==> src/rtl/alu_mc.sv <==
// alu_mc: handshaked execute-stage ALU covering all sixteen ARM data-processing
// opcodes, with a registered valid/ready output stage.
// Optional feature macro: ALU_MC_MUL_EN builds the iterative shift-add
// multiplier (MUL/MLA). Without it, mul/acc/ra are ignored and the FSM stays
// in IDLE.
module alu_mc #(
  parameter int WIDTH = 32
) (
  input  logic             clk,
  input  logic             reset,
  input  logic             in_valid,
  output logic             in_ready,
  input  logic [3:0]       opcode,
  input  logic             mul,
  input  logic             acc,
  input  logic [WIDTH-1:0] rn,
  input  logic [WIDTH-1:0] op2,
  input  logic [WIDTH-1:0] ra,
  input  logic             op2_carry,
  input  logic [3:0]       flags_in,
  output logic             out_valid,
  input  logic             out_ready,
  output logic [WIDTH-1:0] result,
  output logic [3:0]       flags,
  output logic             busy
);

  typedef enum logic {IDLE, MUL} state_t;

  state_t state;

  logic             accept;
  logic [WIDTH-1:0] add_a;
  logic [WIDTH-1:0] add_b;
  logic             add_cin;
  logic             is_arith;
  logic [WIDTH-1:0] logic_res;
  logic [WIDTH:0]   sum_ext;
  logic [WIDTH-1:0] alu_result;
  logic             alu_c;
  logic             alu_v;
  logic [3:0]       alu_flags;

  assign in_ready = (state == IDLE) && (!out_valid || out_ready);
  assign accept   = in_valid && in_ready;

  // Operand selection: arithmetic ops map onto one adder with optionally
  // inverted/swapped operands; logical ops produce their result directly.
  always_comb begin
    add_a     = rn;
    add_b     = op2;
    add_cin   = 1'b0;
    is_arith  = 1'b0;
    logic_res = '0;
    case (opcode)
      4'h0: logic_res = rn & op2;
      4'h1: logic_res = rn ^ op2;
      4'h2: begin add_a = rn;  add_b = ~op2; add_cin = 1'b1;        is_arith = 1'b1; end
      4'h3: begin add_a = op2; add_b = ~rn;  add_cin = 1'b1;        is_arith = 1'b1; end
      4'h4: begin add_a = rn;  add_b = op2;  add_cin = 1'b0;        is_arith = 1'b1; end
      4'h5: begin add_a = rn;  add_b = op2;  add_cin = flags_in[1]; is_arith = 1'b1; end
      4'h6: begin add_a = rn;  add_b = ~op2; add_cin = flags_in[1]; is_arith = 1'b1; end
      4'h7: begin add_a = op2; add_b = ~rn;  add_cin = flags_in[1]; is_arith = 1'b1; end
      4'h8: logic_res = rn & op2;
      4'h9: logic_res = rn ^ op2;
      4'hA: begin add_a = rn;  add_b = ~op2; add_cin = 1'b1;        is_arith = 1'b1; end
      4'hB: begin add_a = rn;  add_b = op2;  add_cin = 1'b0;        is_arith = 1'b1; end
      4'hC: logic_res = rn | op2;
      4'hD: logic_res = op2;
      4'hE: logic_res = rn & ~op2;
      default: logic_res = ~op2;
    endcase
  end

  // Extended-width sum; bit WIDTH is the architectural carry (1 = no borrow).
  always_comb begin
    sum_ext    = {1'b0, add_a} + {1'b0, add_b} + {{WIDTH{1'b0}}, add_cin};
    alu_result = is_arith ? sum_ext[WIDTH-1:0] : logic_res;
    alu_c      = is_arith ? sum_ext[WIDTH] : op2_carry;
    alu_v      = is_arith ? ((add_a[WIDTH-1] == add_b[WIDTH-1]) &&
                             (sum_ext[WIDTH-1] != add_a[WIDTH-1]))
                          : flags_in[3];
    alu_flags  = {alu_v, alu_result[WIDTH-1], alu_c, (alu_result == '0)};
  end

`ifdef ALU_MC_MUL_EN
  localparam int CW = $clog2(WIDTH);

  logic [WIDTH-1:0] acc_reg;
  logic [WIDTH-1:0] mcand;
  logic [WIDTH-1:0] mplier;
  logic [CW-1:0]    count;
  logic             mul_c;
  logic             mul_v;
  logic [WIDTH-1:0] mul_next;

  // One shift-add step: accumulate the multiplicand when the multiplier LSB is set.
  always_comb begin
    mul_next = acc_reg + (mplier[0] ? mcand : '0);
  end

  assign busy = (state == MUL);
`else
  logic unused_mul_inputs;

  assign unused_mul_inputs = ^{mul, acc, ra};
  assign busy              = 1'b0;
`endif

  // Control FSM and output register: single-cycle ops register on accept,
  // multiplies iterate in MUL and register after WIDTH steps.
  always_ff @(posedge clk) begin
    if (reset) begin
      state     <= IDLE;
      result    <= '0;
      flags     <= '0;
      out_valid <= 1'b0;
`ifdef ALU_MC_MUL_EN
      acc_reg   <= '0;
      mcand     <= '0;
      mplier    <= '0;
      count     <= '0;
      mul_c     <= 1'b0;
      mul_v     <= 1'b0;
`endif
    end else begin
      if (out_valid && out_ready) begin
        out_valid <= 1'b0;
      end
      case (state)
        IDLE: begin
          if (accept) begin
`ifdef ALU_MC_MUL_EN
            if (mul) begin
              state   <= MUL;
              acc_reg <= acc ? ra : '0;
              mcand   <= rn;
              mplier  <= op2;
              count   <= '0;
              mul_c   <= flags_in[1];
              mul_v   <= flags_in[3];
            end else begin
              result    <= alu_result;
              flags     <= alu_flags;
              out_valid <= 1'b1;
            end
`else
            result    <= alu_result;
            flags     <= alu_flags;
            out_valid <= 1'b1;
`endif
          end
        end
`ifdef ALU_MC_MUL_EN
        MUL: begin
          acc_reg <= mul_next;
          mcand   <= mcand << 1;
          mplier  <= mplier >> 1;
          count   <= count + 1'b1;
          if (count == CW'(WIDTH - 1)) begin
            state     <= IDLE;
            result    <= mul_next;
            flags     <= {mul_v, mul_next[WIDTH-1], mul_c, (mul_next == '0)};
            out_valid <= 1'b1;
          end
        end
`endif
        default: state <= IDLE;
      endcase
    end
  end

endmodule
==> config.mk <==
export PLATFORM = sky130hd
export DESIGN_NAME = alu_mc
export DESIGN_NICKNAME = d
export VERILOG_FILES = /design/src/rtl/alu_mc.sv
export SDC_FILE = /design/constraint.sdc
export NUM_CORES = 1
export LEC_CHECK = 0
export ABC_AREA = 1
export CORE_MARGIN = 4
export CORE_UTILIZATION = 45
export CTS_CLUSTER_SIZE = 12
export DETAILED_ROUTE_END_ITERATION = 10
export PLACE_DENSITY = 0.79
export SYNTH_ARGS = -nofsm -noshare
export SYNTH_HDL_FRONTEND = slang
export SYNTH_SLANG_ARGS = --single-unit
==> constraint.sdc <==
create_clock -name clk -period 4.3 [get_ports clk]
set_clock_uncertainty 0.05 [all_clocks]
set_input_delay 0.645 -clock clk [delete_from_list [all_inputs] [get_ports clk]]
set_output_delay 0.645 -clock clk [all_outputs]
set_load 0.05 [all_outputs]
==> impl_results.md, run 1 <==
* Status: finished clean
* Setup Buffers After CTS at 0
* Syn Nets at 1487
* Clock Latency Late Sink at around 0.27 ns
* Worst Setup Start Kind: input pin
* CTS tree: done
* Layout cells sized above 1 at 0.07203
* Clock Tree Buf Depth at 2
* Placer congestion estimate at just under 1
* Clock Sinks at 36
* Sequential area share after synthesis at 0.1026
* Xor/xnor share of the synthesized area at 0.007479
* Fin crit share at 0.9370
* Largest net degree at the start of global routing at 44
* Gate power share at 0.650
* DRC viols at 0
* Crit path kind: input pin to flip-flop
* Starting DRT DRC Count at 899
* Die width at around 130 µm
* Internal power at roughly 1.1 mW
* Syn Inst Count at between 1000 and 1500
* Post-synth EDFFs at 0
* Final std cells w/o fill at between 1500 and 2000
* # IOs at 150
* Antenna Violating Nets Remaining at 0
* Main combinational cell family by area after synthesis: simple AND/OR/NAND/NOR gates
* Mapped Area at roughly 0.007 mm²
* Number of global-route vias before repair at slightly below 8000
* Filler cell count at 1567
* Total of warnings raised by yosys at 0
* Dpl cells at around 1600
* Global-route wire length before repair at ~38000 µm
* Post-synthesis compound-gate area fraction at 0.2228
* Hold crit path type: flip-flop to flip-flop
* Vias at between 8000 and 9000
* Largest fanout on the critical path at 32
* Clk pin slew, worst setup/hold paths at 0.05 ns
* Pleak at ~4.5 nW
* Estimated wirelength of the detail-placed design at between 15000 and 20000 µm
* Worst IR drop on VDD at ~0.14 mV
* Total grt overflow at 0
* Clock buffers created by TritonCTS at 5
* Post-synth cell types at 44
* Root Buffer: clkbuf_16
* Psw at between 0.9 and 1 mW
* Die height at between 100 and 150 µm
* Die footprint at approximately 0.018 mm²
* Multiplexer share of the synthesized area at 0
* Asr flop ratio synth at 0
* Worst Tran Pin Value at approximately 0.90 ns
* Antenna violations before repair at 0
* Max Clk Rate at 248.2 MHz
* Routed length per instance at between 10 and 15 µm
* Seq pwr share at 0.189
* Final Max Tran Viols at 0
* Layout Nets at ~1600
* RSZ-0062 raised after global routing: no
* Commonest non-fill, non-tap cells in the layout: nand2_1 (377), inv_1 (206), nor2_1 (151)
* Worst Path Required at 4.44 ns
* Hold Vio Cnt, Final at 0
* Setup TNS at 0 ns
* #FFs+latches synth at 36
* Rel. slew slack at 0.3968
* Core area at around 0.015 mm²
* Setup violators final at 0
* GR Util All Layers at 0.2568
* Initial Utilization at 0.4605
* Main flop type after synthesis: dfxtp_1
* Clock Power Share at 0.162
* Vias/cell at between 5 and 6
* Mean Syn Cell Area at ~5.4 µm²
* PD cells at 238.0 mW/mm²
* Max-cap violation count at 0
* Cell row count at 45
* Area Overhead vs Synth at 22.47%
* WL final at 23600 µm
* Port Buf Inserts at ~110
* First-pass detailed-route iteration total at 6
* Crit path DAT at approximately 4.2 ns
* CP Capture Type: flip-flop
* Switching Share at 0.4807
* Commonest non-fill, non-tap cell in the layout: nand2_1
* Period minus WS final at between 4 and 5 ns
* Ant diodes at 0
* Simple-gate share of the synthesized area at 0.3930
* Adder-Cell Fraction of Synth Area at 0.1179
* H-Tree Depth at 2
* R2r setup slk at roughly 2.7 ns
==> cells in the mapped netlist, types with 5 or more instances <==
cell | instances | area, µm²
o211ai_1 | 7 | 52.55
nand3b_1 | 5 | 37.54
xor2_1 | 5 | 43.79
nand3_1 | 88 | 440.4
o22ai_1 | 32 | 200.2
inv_1 | 206 | 773.2
nand2_2 | 6 | 37.54
buf_1 | 7 | 26.28
nand2_1 | 377 | 1415
buf_2 | 9 | 45.04
dfxtp_1 | 36 | 720.7
a21oi_1 | 72 | 360.4
nor2_1 | 153 | 574.3
o21ai_0 | 96 | 480.5
buf_6 | 8 | 90.09
nand4_1 | 19 | 118.9
o31ai_1 | 6 | 45.04
nor3_1 | 7 | 35.03
inv_2 | 7 | 26.28
a31o_2 | 31 | 271.5
ha_1 | 63 | 788.3
o21ai_1 | 12 | 60.06
buf_4 | 5 | 37.54
clkbuf_1 | 23 | 86.33
==> per-layer routing <==
layer / wire length [µm] / global-route usage / vias up / part of all wire
met3: 1945 / 0.01673 / 33 / 0.082
li1: - / - / 4459 / -
met1: 10690 / 0.3676 / 3923 / 0.45
met5: 0 / 0 / - / 0
met2: 10450 / 0.4151 / 398 / 0.44
met4: 512 / 0.07217 / 0 / 0.022
==> through the flow <==
stage / setup slack [ns] / area (µm²) / utilization / hold WS, ns / total power [mW]
floorplan: 0.4774 / 7027 / - / 0.6403 / 1.258
global placement: 0.09303 / 8469 / 0.5551 / 0.4223 / 1.680
detailed placement: 0.06864 / 8469 / 0.5551 / 0.4250 / 1.696
CTS: 0.3353 / 8603 / 0.5638 / 0.4363 / 2.032
global route: 0.02686 / 8606 / 0.5640 / 0.4437 / 2.209
finish: 0.2710 / 8606 / 0.5640 / 0.4374 / 2.048
==> sequential cells by signal, summed over array words and instances (netlist names) <==
name,cells
flags,4
out_valid,1
result,31
==> cell type report <==
class | instances | area (µm²) | share of cell area
Tap cell | 211 | 264.0 | 0.03068
Timing Repair Buffer | 150 | 1456 | 0.1692
Sequential cell | 36 | 720.7 | 0.08375
Inverter | 215 | 809.5 | 0.09407
Clock buffer | 6 | 128.9 | 0.01498
Clock inverter | 1 | 5.005 | 0.0005816
Multi-Input combinational cell | 1008 | 5221 | 0.6067
==> worst max-delay path, stage by stage <==
cell and delay, ns:
clkdlybuf4s50_1 0.56, inv_4 0.07, nand2_2 0.09, nor2_1 0.08, inv_2 0.13, buf_12 0.20
o22ai_1 0.08, a31o_2 0.23, ha_1 0.35, a21oi_1 0.30, nor2_1 0.10, o21ai_0 0.19
nand3_1 0.12, a21oi_1 0.17, buf_4 0.17, a21oi_1 0.07, nor2_1 0.19, nand3_1 0.09
nor2_1 0.13, nand3_1 0.09, a21oi_2 0.11
==> power groups by stage <==
stage	clock network, mW	registers (mW)	logic (mW)
after floorplan	0	0.510	0.748
after global placement	0	0.393	1.29
after detailed placement	0	0.394	1.30
after CTS	0.336	0.388	1.31
after global routing	0.352	0.392	1.47
final	0.331	0.387	1.33
==> cell families after synthesis <==
| logic type | Yosys count |
|---|---|
| xor+xnor | 6 |
| fa+ha+maj | 65 |
| buf+inv | 267 |
| simple gates | 669 |
| other cells | 1 |
| flops | 36 |
| compound gates | 267 |
==> timing repair <==
action / in CTS / in global routing
resized for setup: 0 / 1
hold buffers: 0 / 0
setup endpoints to repair: 0 / 1
==> path summary, 6_finish.rpt <==
check | from | cells past startpoint | endpoint
min | flags[1]$_SDFFE_PP0P_ | 2 | flags[1]$_SDFFE_PP0P_
min reg2reg | flags[1]$_SDFFE_PP0P_ | 2 | flags[1]$_SDFFE_PP0P_
max reg2reg | out_valid$_SDFFE_PP0P_ | 13 | flags[0]$_SDFFE_PP0P_
max | opcode[0] | 21 | flags[0]$_SDFFE_PP0P_
Power figures use the tool's default switching activity.
==> inputs of run 2 (changes only) <==
- CORE_ASPECT_RATIO: not set -> 1.75
==> run 2 against run 1 <==
Against the previous run:
- power up 7.7%
- clock power increased by 12%
- largest cell class unchanged
- critical endpoint unchanged
- non-clock buffer count rose by 51
- fmax grew 0.41%
- combinational power rose by 9%
- first-iteration DRC count shrank 42%
- worst hold slack worse by 0.018 ns
- sequential cell count is the same
==> impl_results.md, run 2 (same netlist as run 1, synthesis figures left out) <==
* Port Buf Inserts at 112 (unchanged)
* Die footprint at 0.01776 mm² (+0.44%)
* Max-cap violation count at 0 (unchanged)
* # IOs at 150 (unchanged)
* H-Tree Depth at 2 (unchanged)
* Setup Buffers After CTS at 0 (unchanged)
* Ant diodes at 0 (unchanged)
* Global-route wire length before repair at 40690 µm (+7.1%)
* Pleak at 4.771 nW (+6.1%)
* Clock Tree Buf Depth at 2 (unchanged)
* Cell row count at 60 (+33%)
* PD cells at 245.3 mW/mm² (+3.0%)
* Worst IR drop on VDD at 0.1814 mV (+31%)
* Clock Latency Late Sink at 0.27 ns (about the same)
* Final Max Tran Viols at 0 (unchanged)
* Root Buffer: clkbuf_16
* Fin crit share at 0.9331 (-0.003863)
* Worst Tran Pin Value at 0.9473 ns (+0.04530 ns)
* Number of global-route vias before repair at 8449 (+9.3%)
* PostCTS Resize Cnt at 0 (unchanged)
* Vias at 9026 (+2.4%)
* Metal2 WL at 13420 µm (+28%)
* Top Registers: result: 31 flops, flags: 4 flops, out_valid: 1 flops
* RR Endpoint: flags[0]$_SDFFE_PP0P_
* Die width at 102.5 µm (-23%)
* WL final at 25970 µm (+10%)
* First-pass detailed-route iteration total at 9 (+3)
* Commonest non-fill, non-tap cells in the layout: nand2_1 (377), inv_1 (206), nor2_1 (152)
* RR Startpoint: out_valid$_SDFFE_PP0P_
* Largest fanout on the critical path at 4 (-88%)
* DRC viols at 0 (unchanged)
* Max Clk Rate at 249.2 MHz (+0.41%)
* RSZ-0062 raised after global routing: no
* Estimated wirelength of the detail-placed design at 20680 µm (+11%)
* Total grt overflow at 0 (unchanged)
* Clock Sinks at 36 (unchanged)
* Largest net degree at the start of global routing at 63 (+43%)
* Commonest non-fill, non-tap cell in the layout: nand2_1
* Hold Crit Start: flags[1]$_SDFFE_PP0P_
* Biggest register: result
* Largest register FFs at 31 (unchanged)
* Crit path DAT at 4.15 ns (-0.02 ns)
* Status: finished clean
* Hold EP: flags[1]$_SDFFE_PP0P_
* Starting DRT DRC Count at 520 (-42%)
* CTS tree: done
* Period minus WS final at 4.012 ns (-0.01661 ns)
* GR Util All Layers at 0.2854 (+0.02858)
* Met3 wire len at 1063 µm (-45%)
* Metal-1 WL at 9505 µm (-11%)
* Min Hold Slack at 0.4197 ns (-0.01770 ns)
* R2R depth at 14 (+1)
* Initial Utilization at 0.4566 (-0.003931)
* Clk pin slew, worst setup/hold paths at 0.05 ns (about the same)
* Antenna violations before repair at 0 (unchanged)
* Setup TNS at 0 ns (unchanged)
* Hold crit path type: flip-flop to flip-flop
* Hold Path Stages at 2 (unchanged)
* Layout cells sized above 1 at 0.1043 (+0.03226)
* Antenna Violating Nets Remaining at 0 (unchanged)
* Worst Path Required at 4.44 ns (about the same)
* Routed length per instance at 15.71 µm (+8.3%)
* Hold Buf Count CTS at 0 (unchanged)
* Placer congestion estimate at 1.012 (+4.7%)
* Vias/cell at 5.460 (+0.81%)
* Hold Vio Cnt, Final at 0 (unchanged)
* Clock buffers created by TritonCTS at 5 (unchanged)
* Setup violators final at 0 (unchanged)
* Die height at 173.3 µm (+30%)
* Layout Nets at 1643 (+3.2%)
* Crit path kind: input pin to flip-flop
* CP Capture Type: flip-flop
* Worst Setup Start Kind: input pin
* Core area at 0.01539 mm² (+0.86%)
* Area Overhead vs Synth at 27.96%
* Max layer used: met4
* Rel. slew slack at 0.3665 (-0.03029)
* R2r setup slk at 2.56 ns (-0.17 ns)
==> run 2: changes by cell type in the layout (fill, tap and decap cells not counted), sizes merged <==
| cell | change |
|---|---|
| buf | +51 |
| clkdlybuf4s50 | -2 |
| dlymetal6s2s | +2 |
| clkbuf | +1 |
| clkinv | -1 |
==> run 2: power breakdown <==
part / total, mW / switching (mW) / internal (mW) / leakage (nW)
clock: 0.370 / 0.127 / 0.243 / 0.0760
combinational: 1.45 / 0.876 / 0.572 / 4.40
sequential: 0.388 / 0.0193 / 0.369 / 0.299
==> run 2: critical path, cell delays in order <==
cell	delay, ns
clkdlybuf4s50_1	0.56
nand2_1	0.13
nor2_4	0.11
inv_2	0.08
o22ai_1	0.15
a31oi_1	0.08
fa_1	0.41
inv_1	0.11
fa_1	0.19
nand2_1	0.12
a21oi_1	0.29
nand3_1	0.14
nand3_1	0.17
nand2_1	0.07
nand3_1	0.06
nand2_1	0.12
nor2_1	0.13
nand2_1	0.06
nor2_1	0.10
nand2_1	0.07
nor2_1	0.12
nand3_1	0.10
a21oi_2	0.12
==> run 2: area by class of cell <==
cell class              count  area, µm²
repair buffers            201       1857
clock buffers               7      152.6
fillers                  1524       6399
well taps                 186      232.7
inverters                 215      809.5
flip-flops and latches     36      720.7
multi-input cells        1008       5219
==> run 2: metal layers <==
layer	GRT usage	up-vias
met5	0	-
met4	0.1899	0
met3	0.02457	110
met2	0.5245	315
met1	0.2931	4034
li1	-	4567
==> run 2: stage by stage <==
step,util,cells,area [µm²],setup slack (ns),power [mW]
floorplan,-,1311,7027,0.4774,1.258
global placement,0.5740,1646,8833,0.07055,1.811
detailed placement,0.5740,1646,8833,0.02324,1.826
CTS,0.5839,1653,8986,0.2980,2.201
global route,0.5842,1653,8991,0.007336,2.378
finish,0.5842,1653,8991,0.2876,2.205
==> run 2: worst max-delay path by stage <==
stage / startpoint / end / slack [ns] / depth (start not counted)
final: opcode[1] / flags[0]$_SDFFE_PP0P_ / 0.29 / 23
after global placement: opcode[0] / flags[0]$_SDFFE_PP0P_ / 0.07 / 23
after CTS: opcode[0] / flags[0]$_SDFFE_PP0P_ / 0.30 / 23
after floorplan: opcode[0] / flags[0]$_SDFFE_PP0P_ / 0.48 / 26
after detailed placement: opcode[0] / flags[0]$_SDFFE_PP0P_ / 0.02 / 23
after global routing: opcode[1] / flags[0]$_SDFFE_PP0P_ / 0.007 / 25
==> inputs of run 3 (changes only) <==
- clock period: 4.3 -> 4.07 ns (I/O delays scaled with it)
==> run 3 against run 2 <==
Against the previous run:
- count of clock-buffer cells in the layout fell by 1
- worst hold slack improved by 0.0021 ns
- cell count rose by 2.4%
- clock power rose by 15%
- wire length rose by 6.1%
- cell area rose by 4.8%
- first-iteration DRC count rose by 4.0%
- via count rose by 3.0%
- sequential cell count did not move
- critical endpoint unchanged
==> impl_results.md, run 3 (same netlist as run 1, synthesis figures left out) <==
* Setup violators final at 0 (unchanged)
* Commonest non-fill, non-tap cell in the layout: nand2_1
* # IOs at 150 (unchanged)
* Largest net degree at the start of global routing at 63 (unchanged)
* GR met1 Demand/Resource at 0.2963 (+0.003143)
* DRC viols at 0 (unchanged)
* Crit path kind: input pin to flip-flop
* Crit path from: opcode[1]
* PD cells at 264.8 mW/mm² (+8.0%)
* Met3 Track Usage GR at 0.02698 (+0.002416)
* Clock Latency Late Sink at 0.27 ns (about the same)
* Initial Utilization at 0.4566 (unchanged)
* GR Util All Layers at 0.2895 (+0.004170)
* Seq pwr share at 0.165 (-0.011)
* Antenna Violating Nets Remaining at 0 (unchanged)
* Vias/cell at 5.494 (+0.62%)
* Final Max Tran Viols at 0 (unchanged)
* Tot Pwr at 2.495 mW (+13%)
* Hold Buf Count CTS at 0 (unchanged)
* Pleak at 4.984 nW (+4.5%)
* Root Buffer: clkbuf_16
* Starting DRT DRC Count at 541 (+4.0%)
* Total grt overflow at 0 (unchanged)
* CP Cell Sequence: clkdlybuf4s50_1 > buf_4 > nand2_2 > nor2_2 > inv_4 > clkbuf_16 > o22ai_1 > a31o_2 > ha_1 > nor2_1 > inv_1 > nand3_2 > nand2_2 > nand2_1 > nand2_2 > nand2_1 > nand3b_1 > nand3_1 > nand2_1 > nor2_1 > nand2_1 > nor2_1 > nand3_1 > a21oi_2
* Psw at 1.131 mW (+11%)
* Crit path DAT at 4.01 ns (-0.14 ns)
* Clock Power Share at 0.170 (+0.002)
* Largest register FFs at 31 (unchanged)
* DP Area at 0.009044 mm² (+2.4%)
* Hold Vio Cnt, Final at 0 (unchanged)
* Buf/Inv on CP at 5 (+2)
* CP most frequent cell: nand2_1
* Final Instance Area at 0.009423 mm² (+4.8%)
* Hold crit path type: flip-flop to flip-flop
* Internal power at 1.365 mW (+15%)
* Clk pin slew, worst setup/hold paths at 0.05 ns (about the same)
* Period minus WS final at 3.849 ns
* Max-cap violation count at 0 (unchanged)
* Port Buf Inserts at 112 (unchanged)
* Die footprint at 0.01776 mm² (unchanged)
* RR Endpoint: flags[0]$_SDFFE_PP0P_
* Worst Tran Pin Value at 0.6976 ns (-0.2497 ns)
* GRT busiest layer: met2
* CP Capture Point: flags[0]$_SDFFE_PP0P_
* Die height at 173.3 µm (unchanged)
* Critical-path top delay cell: clkdlybuf4s50_1
* R2r setup slk at 2.36 ns (-0.20 ns)
* Worst IR drop on VDD at 0.2446 mV (+35%)
* Gate power share at 0.665 (+0.008)
* Ant diodes at 0 (unchanged)
* Clock Sinks at 36 (unchanged)
* H-Tree Depth at 2 (unchanged)
* Commonest non-fill, non-tap cells in the layout: nand2_1 (368), inv_1 (206), nor2_1 (148)
* Number of global-route vias before repair at 8737 (+3.4%)
* Biggest register: result
* Worst Setup Start Kind: input pin
* Clock Tree Buf Depth at 2 (unchanged)
* Top delay family on crit path: simple AND/OR/NAND/NOR gates
* Met2 usage at 0.5467 (+0.02211)
* CTS tree: done
* Cell depth of the worst setup path at 24 (+4.3%)
* First-pass detailed-route iteration total at 5 (-4)
* Min Hold Slack at 0.4217 ns (+0.002052 ns)
* Antenna violations before repair at 0 (unchanged)
* Layout cells sized above 1 at 0.1441 (+0.03980)
* Worst Path Required at 4.23 ns (-0.21 ns)
* CP Capture Type: flip-flop
* Rel. slew slack at 0.5333 (+0.1668)
* Fin crit share at 0.9458
* Global-route wire length before repair at 41590 µm (+2.2%)
* Final std cells w/o fill at 1692 (+2.4%)
* Switching Share at 0.4531 (-0.01012)
* Placer congestion estimate at 0.9835 (-2.9%)
* Core area at 0.01539 mm² (unchanged)
* Max Clk Rate at between 200 and 300 MHz
* Hold Crit Start: flags[1]$_SDFFE_PP0P_
* Top Registers: result: 31 flops, flags: 4 flops, out_valid: 1 flops
* Status: finished clean
* Largest fanout on the critical path at 15 (+11)
* Crit path largest cell delay at 0.44 ns (-0.12 ns)
* RR Startpoint: out_valid$_SDFFE_PP0P_
* Dpl cells at 1679 (+2.0%)
* Vias at 9296 (+3.0%)
* Cell row count at 60 (unchanged)
* Area Overhead vs Synth at 34.10%
* Die width at 102.5 µm (unchanged)
* Clock buffers created by TritonCTS at 5 (unchanged)
* WL final at 27560 µm (+6.1%)
* Estimated wirelength of the detail-placed design at 20930 µm (+1.2%)
* Layout Nets at 1681 (+2.3%)
* R2R depth at 14 (unchanged)
* Routed length per instance at 16.29 µm (+3.7%)
-- run 3: how the worst min path moves through the flow --
| stage | end | slack, ns | cells past startpoint |
|---|---|---|---|
| after detailed placement | flags[1]$_SDFFE_PP0P_ | 0.41 | 2 |
| final | flags[1]$_SDFFE_PP0P_ | 0.42 | 2 |
| after global placement | flags[1]$_SDFFE_PP0P_ | 0.41 | 2 |
| after floorplan | flags[1]$_SDFFE_PP0P_ | 0.64 | 2 |
| after global routing | flags[1]$_SDFFE_PP0P_ | 0.48 | 2 |
| after CTS | flags[1]$_SDFFE_PP0P_ | 0.42 | 2 |
-- run 3: repair_timing --
action                     in CTS  in global routing
setup buffers                   0                  1
setup endpoints to repair       0                 13
resized for setup               0                 32
-- run 3: tightest hold or removal path, delay by kind of cell (launching register included) --
kind	cells	cell delay, ns
simple gates	1	0.06
flops	1	0.31
compound gates	1	0.06
-- run 3: power by group through the flow --
stage          Sequential (mW)  Combinational, mW  Clock, mW
2_1_floorplan            0.539              0.791          0
3_3_place_gp             0.417               1.56          0
3_5_place_dp             0.418               1.58          0
4_1_cts                  0.411               1.59      0.427
5_1_grt                  0.415               1.82      0.445
6_report                 0.411               1.66      0.425
-- run 3: through the flow --
stage / TNS, ns / setup WS [ns] / util
finish: 0 / 0.2208 / 0.6123
global route: -0.01933 / -0.01933 / 0.6123
CTS: 0 / 0.1179 / 0.5983
detailed placement: -0.4667 / -0.1529 / 0.5876
global placement: -0.2390 / -0.1412 / 0.5876
floorplan: 0 / 0.2819 / -
-- run 3: layout make-up --
type                            instances  area, µm²
Clock buffer                            6      128.9
Clock inverter                          2      35.03
Fill cell                            1485       5967
Inverter                              215      812.0
Multi-Input combinational cell       1008       5330
Sequential cell                        36      720.7
Tap cell                              186      232.7
Timing Repair Buffer                  239       2163
-- run 3: routing by layer --
metal	wire [µm]	share of wire
met1	9689	0.35
met2	14260	0.52
met3	1543	0.056
met4	2067	0.075
met5	0	0
